$ cat config.mk
export PLATFORM = sky130hd
export DESIGN_NAME = dct_1d_stage_flat
export DESIGN_NICKNAME = d
export VERILOG_FILES = /design/src/rtl/jpeg_pkg.sv /design/src/rtl/dct_1d_stage_if.sv /design/src/rtl/dct_1d_stage_coef_rom.sv /design/src/rtl/dct_1d_stage.sv /design/src/flat_wrapper.sv
export SDC_FILE = /design/constraint.sdc
export NUM_CORES = 2
export LEC_CHECK = 0
export CAP_MARGIN = 20
export CORE_ASPECT_RATIO = 1.5
export CORE_MARGIN = 2
export CORE_UTILIZATION = 45
export CTS_CLUSTER_DIAMETER = 60
export CTS_CLUSTER_SIZE = 8
export DETAILED_ROUTE_END_ITERATION = 7
export GPL_ROUTABILITY_DRIVEN = 0
export PLACE_DENSITY = 0.6
export SETUP_SLACK_MARGIN = 0.2
export SLEW_MARGIN = 0
export SYNTH_ARGS = -nofsm -noshare
export SYNTH_HDL_FRONTEND = slang
export SYNTH_SLANG_ARGS = --single-unit
export TNS_END_PERCENT = 50
$ cat constraint.sdc
create_clock -name clk -period 11.5 [get_ports clk]
set_input_delay 2.3 -clock clk [delete_from_list [all_inputs] [get_ports clk]]
set_output_delay 2.3 -clock clk [all_outputs]
set_load 0.01 [all_outputs]
$ cat src/rtl/jpeg_pkg.sv
// Shared JPEG datapath definitions: sample/coefficient widths, types and the
// 8-point DCT-II cosine table used by both the row and column passes.
package jpeg_pkg;

  localparam int SAMPLE_W = 12;  // input sample width, signed
  localparam int OUT_W    = 12;  // output coefficient width, signed, saturated
  localparam int COEF_W   = 12;  // cosine table entry width, signed
  localparam int DCT_FRAC = 11;  // fractional bits of the cosine table
  localparam int DCT_N    = 8;   // transform length

  typedef logic signed [SAMPLE_W-1:0] sample_t;
  typedef logic signed [COEF_W-1:0]   coef_t;
  typedef logic signed [OUT_W-1:0]    dct_out_t;

  // DCT_COEF[k][n] = round(2^DCT_FRAC * c(k)/2 * cos((2n+1)*k*pi/16)),
  // c(0) = 1/sqrt(2), c(k>0) = 1.
  localparam coef_t DCT_COEF [DCT_N][DCT_N] = '{
    '{ 12'sd724,   12'sd724,   12'sd724,   12'sd724,   12'sd724,   12'sd724,   12'sd724,   12'sd724},
    '{ 12'sd1004,  12'sd851,   12'sd569,   12'sd200,  -12'sd200,  -12'sd569,  -12'sd851,  -12'sd1004},
    '{ 12'sd946,   12'sd392,  -12'sd392,  -12'sd946,  -12'sd946,  -12'sd392,   12'sd392,   12'sd946},
    '{ 12'sd851,  -12'sd200,  -12'sd1004, -12'sd569,   12'sd569,   12'sd1004,  12'sd200,  -12'sd851},
    '{ 12'sd724,  -12'sd724,  -12'sd724,   12'sd724,   12'sd724,  -12'sd724,  -12'sd724,   12'sd724},
    '{ 12'sd569,  -12'sd1004,  12'sd200,   12'sd851,  -12'sd851,  -12'sd200,   12'sd1004, -12'sd569},
    '{ 12'sd392,  -12'sd946,   12'sd946,  -12'sd392,  -12'sd392,   12'sd946,  -12'sd946,   12'sd392},
    '{ 12'sd200,  -12'sd569,   12'sd851,  -12'sd1004,  12'sd1004, -12'sd851,   12'sd569,  -12'sd200}
  };

endpackage

$ cat src/rtl/dct_1d_stage_if.sv
// Streaming sample/coefficient bus of one DCT pass. The master drives the
// enable and samples; the slave (the DCT stage) returns the coefficients.
interface dct_1d_stage_if;
  import jpeg_pkg::*;

  logic     ena_in;
  sample_t  S_in;
  dct_out_t S_out;
  logic     out_valid;
  logic     blk_start;

  modport master (
    output ena_in,
    output S_in,
    input  S_out,
    input  out_valid,
    input  blk_start
  );

  modport slave (
    input  ena_in,
    input  S_in,
    output S_out,
    output out_valid,
    output blk_start
  );

endinterface

$ cat src/rtl/dct_1d_stage_coef_rom.sv
// Combinational cosine lookup: for the current sample index, hand every
// frequency lane k its coefficient C[k][n_idx].
module dct_coef_rom
  import jpeg_pkg::*;
(
  input  logic [2:0]                    n_idx,
  output logic [DCT_N-1:0][COEF_W-1:0]  coef
);

  for (genvar gi = 0; gi < DCT_N; gi++) begin : g_lane
    assign coef[gi] = DCT_COEF[gi][n_idx];
  end

endmodule

$ cat src/rtl/dct_1d_stage.sv
// Streaming 8-point 1-D DCT-II. Eight MAC lanes accumulate one frequency each
// while x[0..7] arrive; the rounded/saturated results are loaded into an
// output bank on the x[7] edge and read out Y[0..7] while the next block
// accumulates, so blocks flow back-to-back with no bubbles.
module dct_1d_stage
  import jpeg_pkg::*;
#(
  parameter int IW   = SAMPLE_W,
  parameter int OW   = OUT_W,
  parameter int CW   = COEF_W,
  parameter int FRAC = DCT_FRAC
)(
  input  logic           clk,
  input  logic           rst,
  dct_1d_stage_if.slave  bus
);

  // 24-bit products plus 3 guard bits for the 8-term sum
  localparam int AW   = IW + CW + 3;
  localparam int SMAX = (2 ** (OW - 1)) - 1;
  localparam int SMIN = -(2 ** (OW - 1));

  logic [2:0]                n_idx_q, n_idx_d;
  logic [2:0]                out_idx_q, out_idx_d;
  logic                      loaded_q, loaded_d;
  logic signed [AW-1:0]      acc_q  [DCT_N];
  logic signed [AW-1:0]      acc_d  [DCT_N];
  logic signed [OW-1:0]      bank_q [DCT_N];
  logic signed [OW-1:0]      bank_d [DCT_N];
  logic signed [OW-1:0]      s_out_q, s_out_d;
  logic                      out_valid_q, out_valid_d;
  logic                      blk_start_q, blk_start_d;

  logic [DCT_N-1:0][CW-1:0]  coef_w;
  logic signed [AW-1:0]      lane_sum [DCT_N];
  logic signed [OW-1:0]      lane_rnd [DCT_N];

  dct_coef_rom u_rom (
    .n_idx (n_idx_q),
    .coef  (coef_w)
  );

  // Per-lane multiply-accumulate with half-up rounding and saturation of the
  // running sum; only the value formed on the x[7] edge is ever loaded.
  for (genvar gi = 0; gi < DCT_N; gi++) begin : g_lane
    logic signed [IW+CW-1:0] prod;
    logic signed [AW-1:0]    base;
    logic        [AW:0]      biased;
    logic signed [AW-FRAC:0] shr;

    assign prod   = bus.S_in * $signed(coef_w[gi]);
    assign base   = (n_idx_q == 3'd0) ? '0 : acc_q[gi];
    assign lane_sum[gi] = base + {{(AW-IW-CW){prod[IW+CW-1]}}, prod};
    assign biased = {lane_sum[gi][AW-1], lane_sum[gi]} + (AW+1)'(2 ** (FRAC - 1));
    assign shr    = biased[AW:FRAC];
    assign lane_rnd[gi] = (shr > SMAX) ? OW'(SMAX) :
                          (shr < SMIN) ? OW'(SMIN) :
                          shr[OW-1:0];
  end

  // Next-state: advance input/output indices, accumulate, load bank on x[7]
  always_comb begin
    n_idx_d     = n_idx_q;
    out_idx_d   = out_idx_q;
    loaded_d    = loaded_q;
    acc_d       = acc_q;
    bank_d      = bank_q;
    s_out_d     = s_out_q;
    out_valid_d = out_valid_q;
    blk_start_d = blk_start_q;
    if (bus.ena_in) begin
      n_idx_d = n_idx_q + 3'd1;
      for (int k = 0; k < DCT_N; k++) begin
        acc_d[k] = lane_sum[k];
        if (n_idx_q == 3'd7) begin
          bank_d[k] = lane_rnd[k];
        end
      end
      if (n_idx_q == 3'd7) begin
        loaded_d = 1'b1;
      end
      // Readout uses the bank value present before this edge, so Y[7] of
      // one block leaves on the same edge the next block is loaded.
      if (loaded_q) begin
        s_out_d     = bank_q[out_idx_q];
        out_idx_d   = out_idx_q + 3'd1;
        out_valid_d = 1'b1;
        blk_start_d = (out_idx_q == 3'd0);
      end
    end
  end

  // State registers; reset wins over enable and discards any partial block
  always_ff @(posedge clk) begin
    if (rst) begin
      n_idx_q     <= '0;
      out_idx_q   <= '0;
      loaded_q    <= 1'b0;
      s_out_q     <= '0;
      out_valid_q <= 1'b0;
      blk_start_q <= 1'b0;
      for (int k = 0; k < DCT_N; k++) begin
        acc_q[k]  <= '0;
        bank_q[k] <= '0;
      end
    end else begin
      n_idx_q     <= n_idx_d;
      out_idx_q   <= out_idx_d;
      loaded_q    <= loaded_d;
      s_out_q     <= s_out_d;
      out_valid_q <= out_valid_d;
      blk_start_q <= blk_start_d;
      acc_q       <= acc_d;
      bank_q      <= bank_d;
    end
  end

  assign bus.S_out     = s_out_q;
  assign bus.out_valid = out_valid_q;
  assign bus.blk_start = blk_start_q;

endmodule

$ cat src/flat_wrapper.sv
// flat-port wrapper written by rule: the top's interface ports become plain ports
module dct_1d_stage_flat import jpeg_pkg::*;
#(
  parameter int IW   = SAMPLE_W,
  parameter int OW   = OUT_W,
  parameter int CW   = COEF_W,
  parameter int FRAC = DCT_FRAC
)
  (clk, rst, bus_ena_in, bus_S_in, bus_S_out, bus_out_valid, bus_blk_start);
  dct_1d_stage_if bus_i ();
  input  logic clk;
  input  logic rst;
  input wire logic [$bits(bus_i.ena_in)-1:0] bus_ena_in;
  input wire logic [$bits(bus_i.S_in)-1:0] bus_S_in;
  output wire logic [$bits(bus_i.S_out)-1:0] bus_S_out;
  output wire logic [$bits(bus_i.out_valid)-1:0] bus_out_valid;
  output wire logic [$bits(bus_i.blk_start)-1:0] bus_blk_start;
  assign bus_i.ena_in = bus_ena_in;
  assign bus_i.S_in = bus_S_in;
  assign bus_S_out = bus_i.S_out;
  assign bus_out_valid = bus_i.out_valid;
  assign bus_blk_start = bus_i.blk_start;
  dct_1d_stage #(.IW(IW), .OW(OW), .CW(CW), .FRAC(FRAC)) u_core (.clk(clk), .rst(rst), .bus(bus_i));
endmodule
# Yosys cells after proc, flatten, opt, wreduce, memory -nomap -nowiden
# Memories as Yosys holds them, arrays and structs flattened.
# Index checks and enable logic that the tools add are counted.
[classes] n_addsub=18 mul=8 n_lt_le_gt_ge=18 n_eq_ne=1 n_mux=43 n_bitwise=2 n_reduce_logical=4
[op_table] operator="2-to-1 mux 12 bit" n=34
[op_table] operator="adder 27 x 12 -> 28 bit, second input constant" n=8
[op_table] operator="adder 27 bit" n=8
[op_table] operator="2-to-1 mux 27 bit" n=8
[op_table] operator="multiplier 12 x 12 -> 24 bit" n=8
[op_table] operator="greater-than comparator 17 x 12 -> 1 bit, second input constant" n=8
[op_table] operator="less-than comparator 17 x 12 -> 1 bit, second input constant" n=8
[op_table] operator="binary-select mux 12 bit (select 3 bit)" n=1
[op_table] operator="greater-or-equal comparator 4 bit, second input constant" n=2
[op_table] operator="NOT 3 -> 4 bit" n=2
[op_table] operator="adder 3 x 1 -> 3 bit, second input constant" n=2
[op_table] operator="logical NOT 3 bit" n=2
[op_table] operator="AND reduction 2 bit" n=2
[op_table] operator="equality test 3 bit, second input constant" n=1
[totals] register_bits=333 rom_bits=768 output_inout_bits=14 wordCells=124 mem_count=8
[memory_table] name="(no name shown)" depth=8 width=12 rd=1 rd_ports_with_merged_regs=0 write_ports=0 line_no="dct_1d_stage_coef_rom.sv:11" text="assign coef[gi] = DCT_COEF[gi][n_idx];"
[memory_table] name="(no name shown)" depth=8 width=12 rd=1 rd_ports_with_merged_regs=0 write_ports=0 line_no="dct_1d_stage_coef_rom.sv:11"
[memory_table] name="(no name shown)" depth=8 width=12 rd=1 rd_ports_with_merged_regs=0 write_ports=0 line_no="dct_1d_stage_coef_rom.sv:11"
[memory_table] name="(no name shown)" depth=8 width=12 rd=1 rd_ports_with_merged_regs=0 write_ports=0 line_no="dct_1d_stage_coef_rom.sv:11"
[memory_table] name="(no name shown)" depth=8 width=12 rd=1 rd_ports_with_merged_regs=0 write_ports=0 line_no="dct_1d_stage_coef_rom.sv:11"
[memory_table] name="(no name shown)" depth=8 width=12 rd=1 rd_ports_with_merged_regs=0 write_ports=0 line_no="dct_1d_stage_coef_rom.sv:11"
[memory_table] name="2 more memories"

# Logic depth before layout (Yosys ltp)
[logic_depth] word_depth=10 ltp_mapped=45

# Hierarchy
# A second synthesis with hierarchy kept.
[unflattened] cells_unflattened=8255 hier_area_um2=70238.6
[by_module_without_submodules] module="dct_1d_stage" instances=1 cells_per_inst=8132 area_each_um2=69362.8
[by_module_without_submodules] module="dct_coef_rom" instances=1 cells_per_inst=123 area_each_um2=875.8

# Worst setup path after synthesis
# OpenSTA, ideal clock, no wires.
[synth_path] path_type="input port to flip-flop" start="in bus_S_in[11]" end="reg u_core.bank_q[55] in the netlist's numbering" arrival_time_ns=10.511 required_time_ns=11.421 path_slack_ns=0.910 cell_stages=34 path_buffers=4 path_cell_list="clkbuf_1 > clkbuf_1 > nand2b_1 > nor2_1 > inv_1 > fa_1 > inv_1 > ha_1 > inv_1 > fa_1 > inv_1 > fa_1 > inv_1 > fa_1 > inv_1 > ha_1 > a21o_1 > o21bai_1 > a2111oi_0 > nor3_1 > xor2_1 > ha_1 > clkbuf_1 > nand2_1 > o21ai_0 > a21oi_1 > o311ai_0 > nand2_1 > or3_1 > or3_1 > mux2_4 > and2_4 > buf_6 > a211oi_2"
[synth_between] elab_chain_len=6 word_cells_on_any_way=7
[synth_rtl] item="from (decl)" line_no="flat_wrapper.sv:14" text="input wire logic [$bits(bus_i.S_in)-1:0] bus_S_in;"
[synth_rtl] item="multiplier 12 x 12 -> 24 bit (*)" line_no="dct_1d_stage.sv:51" text="assign prod = bus.S_in * $signed(coef_w[gi]);"
[synth_rtl] item="adder 27 bit (*)" line_no="dct_1d_stage.sv:53" text="assign lane_sum[gi] = base + {{(AW-IW-CW){prod[IW+CW-1]}}, prod};"
[synth_rtl] item="adder 27 x 12 -> 28 bit (*)" line_no="dct_1d_stage.sv:54" text="assign biased = {lane_sum[gi][AW-1], lane_sum[gi]} + (AW+1)'(2 ** (FRAC - 1));"
[synth_rtl] item="less-than comparator 17 x 12 -> 1 bit" line_no="dct_1d_stage.sv:57" text="(shr < SMIN) ? OW'(SMIN) :"
[synth_rtl] item="2-to-1 mux 12 bit" line_no="dct_1d_stage.sv:57"
[synth_rtl] item="2-to-1 mux 12 bit (*)" line_no="dct_1d_stage.sv:56" text="assign lane_rnd[gi] = (shr > SMAX) ? OW'(SMAX) :"
[synth_rtl] item="to (signal assigned)" line_no="dct_1d_stage.sv:114" text="bank_q <= bank_d;"
[synth_rtl] item="to (decl)" line_no="dct_1d_stage.sv:28" text="logic signed [OW-1:0] bank_q [DCT_N];"
# Mark *: on every way between the ends. The rest lies on a longest branch, timed or not.
# A chain may end at the register's enable or synchronous reset.

# Worst setup path in the final report
[layout_path] start="in bus_S_in[4]" end="reg u_core.bank_q[51] in the netlist's numbering"
# The elaborated chain is that of the path after synthesis.

==> results.sh <==
export IMPL_max_slew_worst_pin_slew_ns=1.21
export IMPL_cts_root_to_sink_buffers=3
export IMPL_timing_hold_worst_class="flop to flop"
export IMPL_fin_crit_sh_pct=95.3
export IMPL_drc_errors=0
export IMPL_largest_net_degree_at_the_start_of_global_routing=142
export IMPL_finalWirelength_um=210000
export IMPL_cts_tree="yes"
export IMPL_dieHeight_um=466
export IMPL_avgSynthCellArea_um2=8.51
export IMPL_clock_insertion_delay_worst_skew_ns=0.64
export IMPL_grt_pass1_wl_um=324000
export IMPL_die_width_um=312
export IMPL_r2r_slack_ns=0.83
export IMPL_count_of_boundary_i_o_pins=29
export IMPL_drt_iter0_markers=3606
export IMPL_worst_hold_path_endpoint="u_core.acc_q[67]"
export IMPL_synth_most_common_cell="inv_1"
export IMPL_post_place_cells=9404
export IMPL_cp_num_buf_inv=8
export IMPL_setup_worst_path_start="bus_S_in[4]"
export IMPL_clock_skew_final_ns=0.0529
export IMPL_drtAntennaViolNets=0
export IMPL_reg2reg_from="u_core.n_idx_q[1]"
export IMPL_drt_pass1_iterations=6
export IMPL_clk_pin_slew_worst_setup_hold_paths_ns=0.06
export IMPL_final_hold_vio_count=0
export IMPL_filler_cell_count=13700
export IMPL_timing_setup_critical_path_class="primary input to flop"
export IMPL_finalSetupTns_ns=0
export IMPL_worst_path_max_delay_cell="fa_1"
export IMPL_min_delay_path_depth=2
export IMPL_cts_root_buffer="clkbuf_16"
export IMPL_final_design_utilization_pct=48.7
export IMPL_max_stage_delay_ns=0.63
export IMPL_num_nets_final=9195
export IMPL_remaining_global_route_overflow=0
export IMPL_finalNonFillerCells=9471
export IMPL_number_of_different_library_cells_in_the_post_synthesis_netlist=99
export IMPL_worst_setup_path_end_kind="flop"
export IMPL_via_count_of_the_first_global_routing_pass=54700
export IMPL_initial_core_util_pct=45.3
export IMPL_critical_path_peak_fanout=17
export IMPL_total_number_of_vias=52800
export IMPL_synthesis_yosys_warnings=0
export IMPL_synth_flop_cell="dfxtp_1"
export IMPL_synth_top_area_share_pct=29.4
export IMPL_grt_antenna_before_repair=5
export IMPL_layout_area_overhead_vs_synth_pct=7.44
export IMPL_rows=169
export IMPL_post_synth_instance_area_mm2=0.0641
export IMPL_hold_start="u_core.acc_q[67]"
export IMPL_status="finished clean"
export IMPL_max_slew_margin_rel_pct=19.3
export IMPL_grt_setup_unrepaired="true"
export IMPL_critical_register_to_register_path_endpoint="u_core.bank_q[51]"
export IMPL_total_clock_buffers_created_by_cts=49
export IMPL_core_mm2=0.141
export IMPL_synthArstFlopShare_pct=0
export IMPL_yosys_area_top_type="fa_1"
export IMPL_cp_delay_by_family_top="adder cells"
export IMPL_synth_edff_count=0
export IMPL_drv_slew=0
export IMPL_die_area_mm2=0.146
export IMPL_rr_worst_depth=38
export IMPL_synth_sequential_area_ratio_pct=10.2
export IMPL_synth_seq_cells=327
export IMPL_buffer_ports_inserted=28
export IMPL_worstPathRequired_ns=12.01
export IMPL_vias_per_cell=5.58
export IMPL_cts_max_level=2
export IMPL_netlist_top_cells_count="inv_1, fa_1, nor2_1"
export IMPL_synth_nets=9154
export IMPL_netlist_instances=7533
export IMPL_wl_per_cell_um=22.2
export IMPL_clock_sinks=327
export IMPL_cts_hold_buffers=0
export IMPL_final_min_clock_period_ns=10.96
export IMPL_drv_max_cap_violation_count=0
export IMPL_max_freq_mhz=91.3
export IMPL_critical_path_arrival_ns=11.47
export IMPL_overall_global_routing_usage_pct=29.1
export IMPL_post_dp_hpwl_um=174000
export IMPL_critical_path_startpoint_type="primary input"
export IMPL_setup_viol_count_final=0
export IMPL_ys_top_cells_by_area="fa_1, ha_1, dfxtp_1, inv_1, xnor2_1"
export IMPL_drive_above_1_share_pct=5.24
[final cells by class]
type / instances / area [µm²] / area share, %
Inverter: 1438 / 5400 / 7.84
Clock inverter: 8 / 144 / 0.209
Clock buffer: 51 / 1260 / 1.84
Multi-Input combinational cell: 5520 / 51300 / 74.4
Antenna cell: 8 / 20.0 / 0.0291
Timing Repair Buffer: 238 / 1890 / 2.75
Tap cell: 1881 / 2350 / 3.42
Sequential cell: 327 / 6550 / 9.50
[kinds of logic (layout without fill, tap and decap cells)]
group	after synthesis	in the layout	synth area share, %
and+or+nand+nor	2113	2113	15.9
adders and majority gates	1606	1606	42.4
DFF	327	327	10.2
buffers and inverters	1686	1735	9.91
other	0	8	0
xor gates and xnor gates	415	415	5.76
AOI/OAI and AO/OA	1202	1202	12.6
muxes	184	184	3.36
[cell usage in the layout (no fill, tap or decap), drive strengths merged, types with 24 or more instances in the layout]
cell type / synthesis / routed
a21o: 95 / 95
a31oi: 25 / 25
nand3: 92 / 92
fa: 942 / 942
and3: 42 / 42
nor3: 130 / 130
clkbuf: 210 / 52
o21bai: 66 / 66
dfxtp: 327 / 327
nor2: 677 / 677
mux2i: 154 / 154
xnor2: 314 / 314
inv: 1437 / 1437
nand2b: 69 / 69
nor2b: 80 / 80
nand2: 495 / 495
o21ai: 201 / 201
o211ai: 53 / 53
o21a: 58 / 58
nand4: 41 / 41
buf: 38 / 223
xor2: 97 / 97
and2: 335 / 335
a211oi: 121 / 121
a21oi: 328 / 328
ha: 664 / 664
mux4: 24 / 24
or3: 42 / 42
[through the flow]
| stage | hold WS, ns | setup slack (ns) | instance area, µm² |
|---|---|---|---|
| detailed placement | 0.452 | -0.214 | 67400 |
| global placement | 0.442 | -0.0785 | 67400 |
| finish | 0.462 | 0.544 | 68900 |
| CTS | 0.460 | 0.431 | 68800 |
| floorplan | 0.410 | 0.910 | 64100 |
| global route | 0.486 | 0.101 | 68900 |
[routing by layer]
layer / part of all wire [%] / GRT usage (%) / up-vias
met4: 7.9 / 18.6 / 2
met3: 5.9 / 4.03 / 545
li1: - / - / 24400
met5: 0.0076 / 0 / -
met2: 48 / 50.1 / 1726
met1: 38 / 34.2 / 26100
[worst register-to-register path: cells and delay by family, from the launching register on]
family | cells | cell delay (ns)
compound gates | 14 | 2.88
xor+xnor | 1 | 0.19
fa+ha+maj | 8 | 3.71
buf+inv | 9 | 1.79
flops | 1 | 0.33
simple gates | 6 | 1.66
[how the worst max path moves through the flow]
stage | endpoint | slack (ns) | cells after the start
2_1_floorplan | u_core.bank_q[55] | 0.91 | 34
3_3_place_gp | u_core.bank_q[25] | -0.08 | 36
3_5_place_dp | u_core.bank_q[62] | -0.21 | 30
4_1_cts | u_core.bank_q[62] | 0.43 | 30
5_1_grt | u_core.bank_q[51] | 0.10 | 32
6_report | u_core.bank_q[51] | 0.54 | 35
[state kept, by name, summed over array words and instances (netlist names)]
register	cells
u_core.bus.out_valid	1
u_core.bus.S_out	12
u_core.bank_q	96
u_core.acc_q	210
u_core.loaded_q	1
u_core.bus.blk_start	1
u_core.n_idx_q	3
u_core.out_idx_q	3
[repair_timing]
item	4_1_cts	5_1_grt
setup endpoints to repair	0	43
setup buffers	0	0
gates resized for setup	0	10
Power is not shown: default switching activity piles up to over one toggle a cycle in this logic, so the estimate is an artifact.
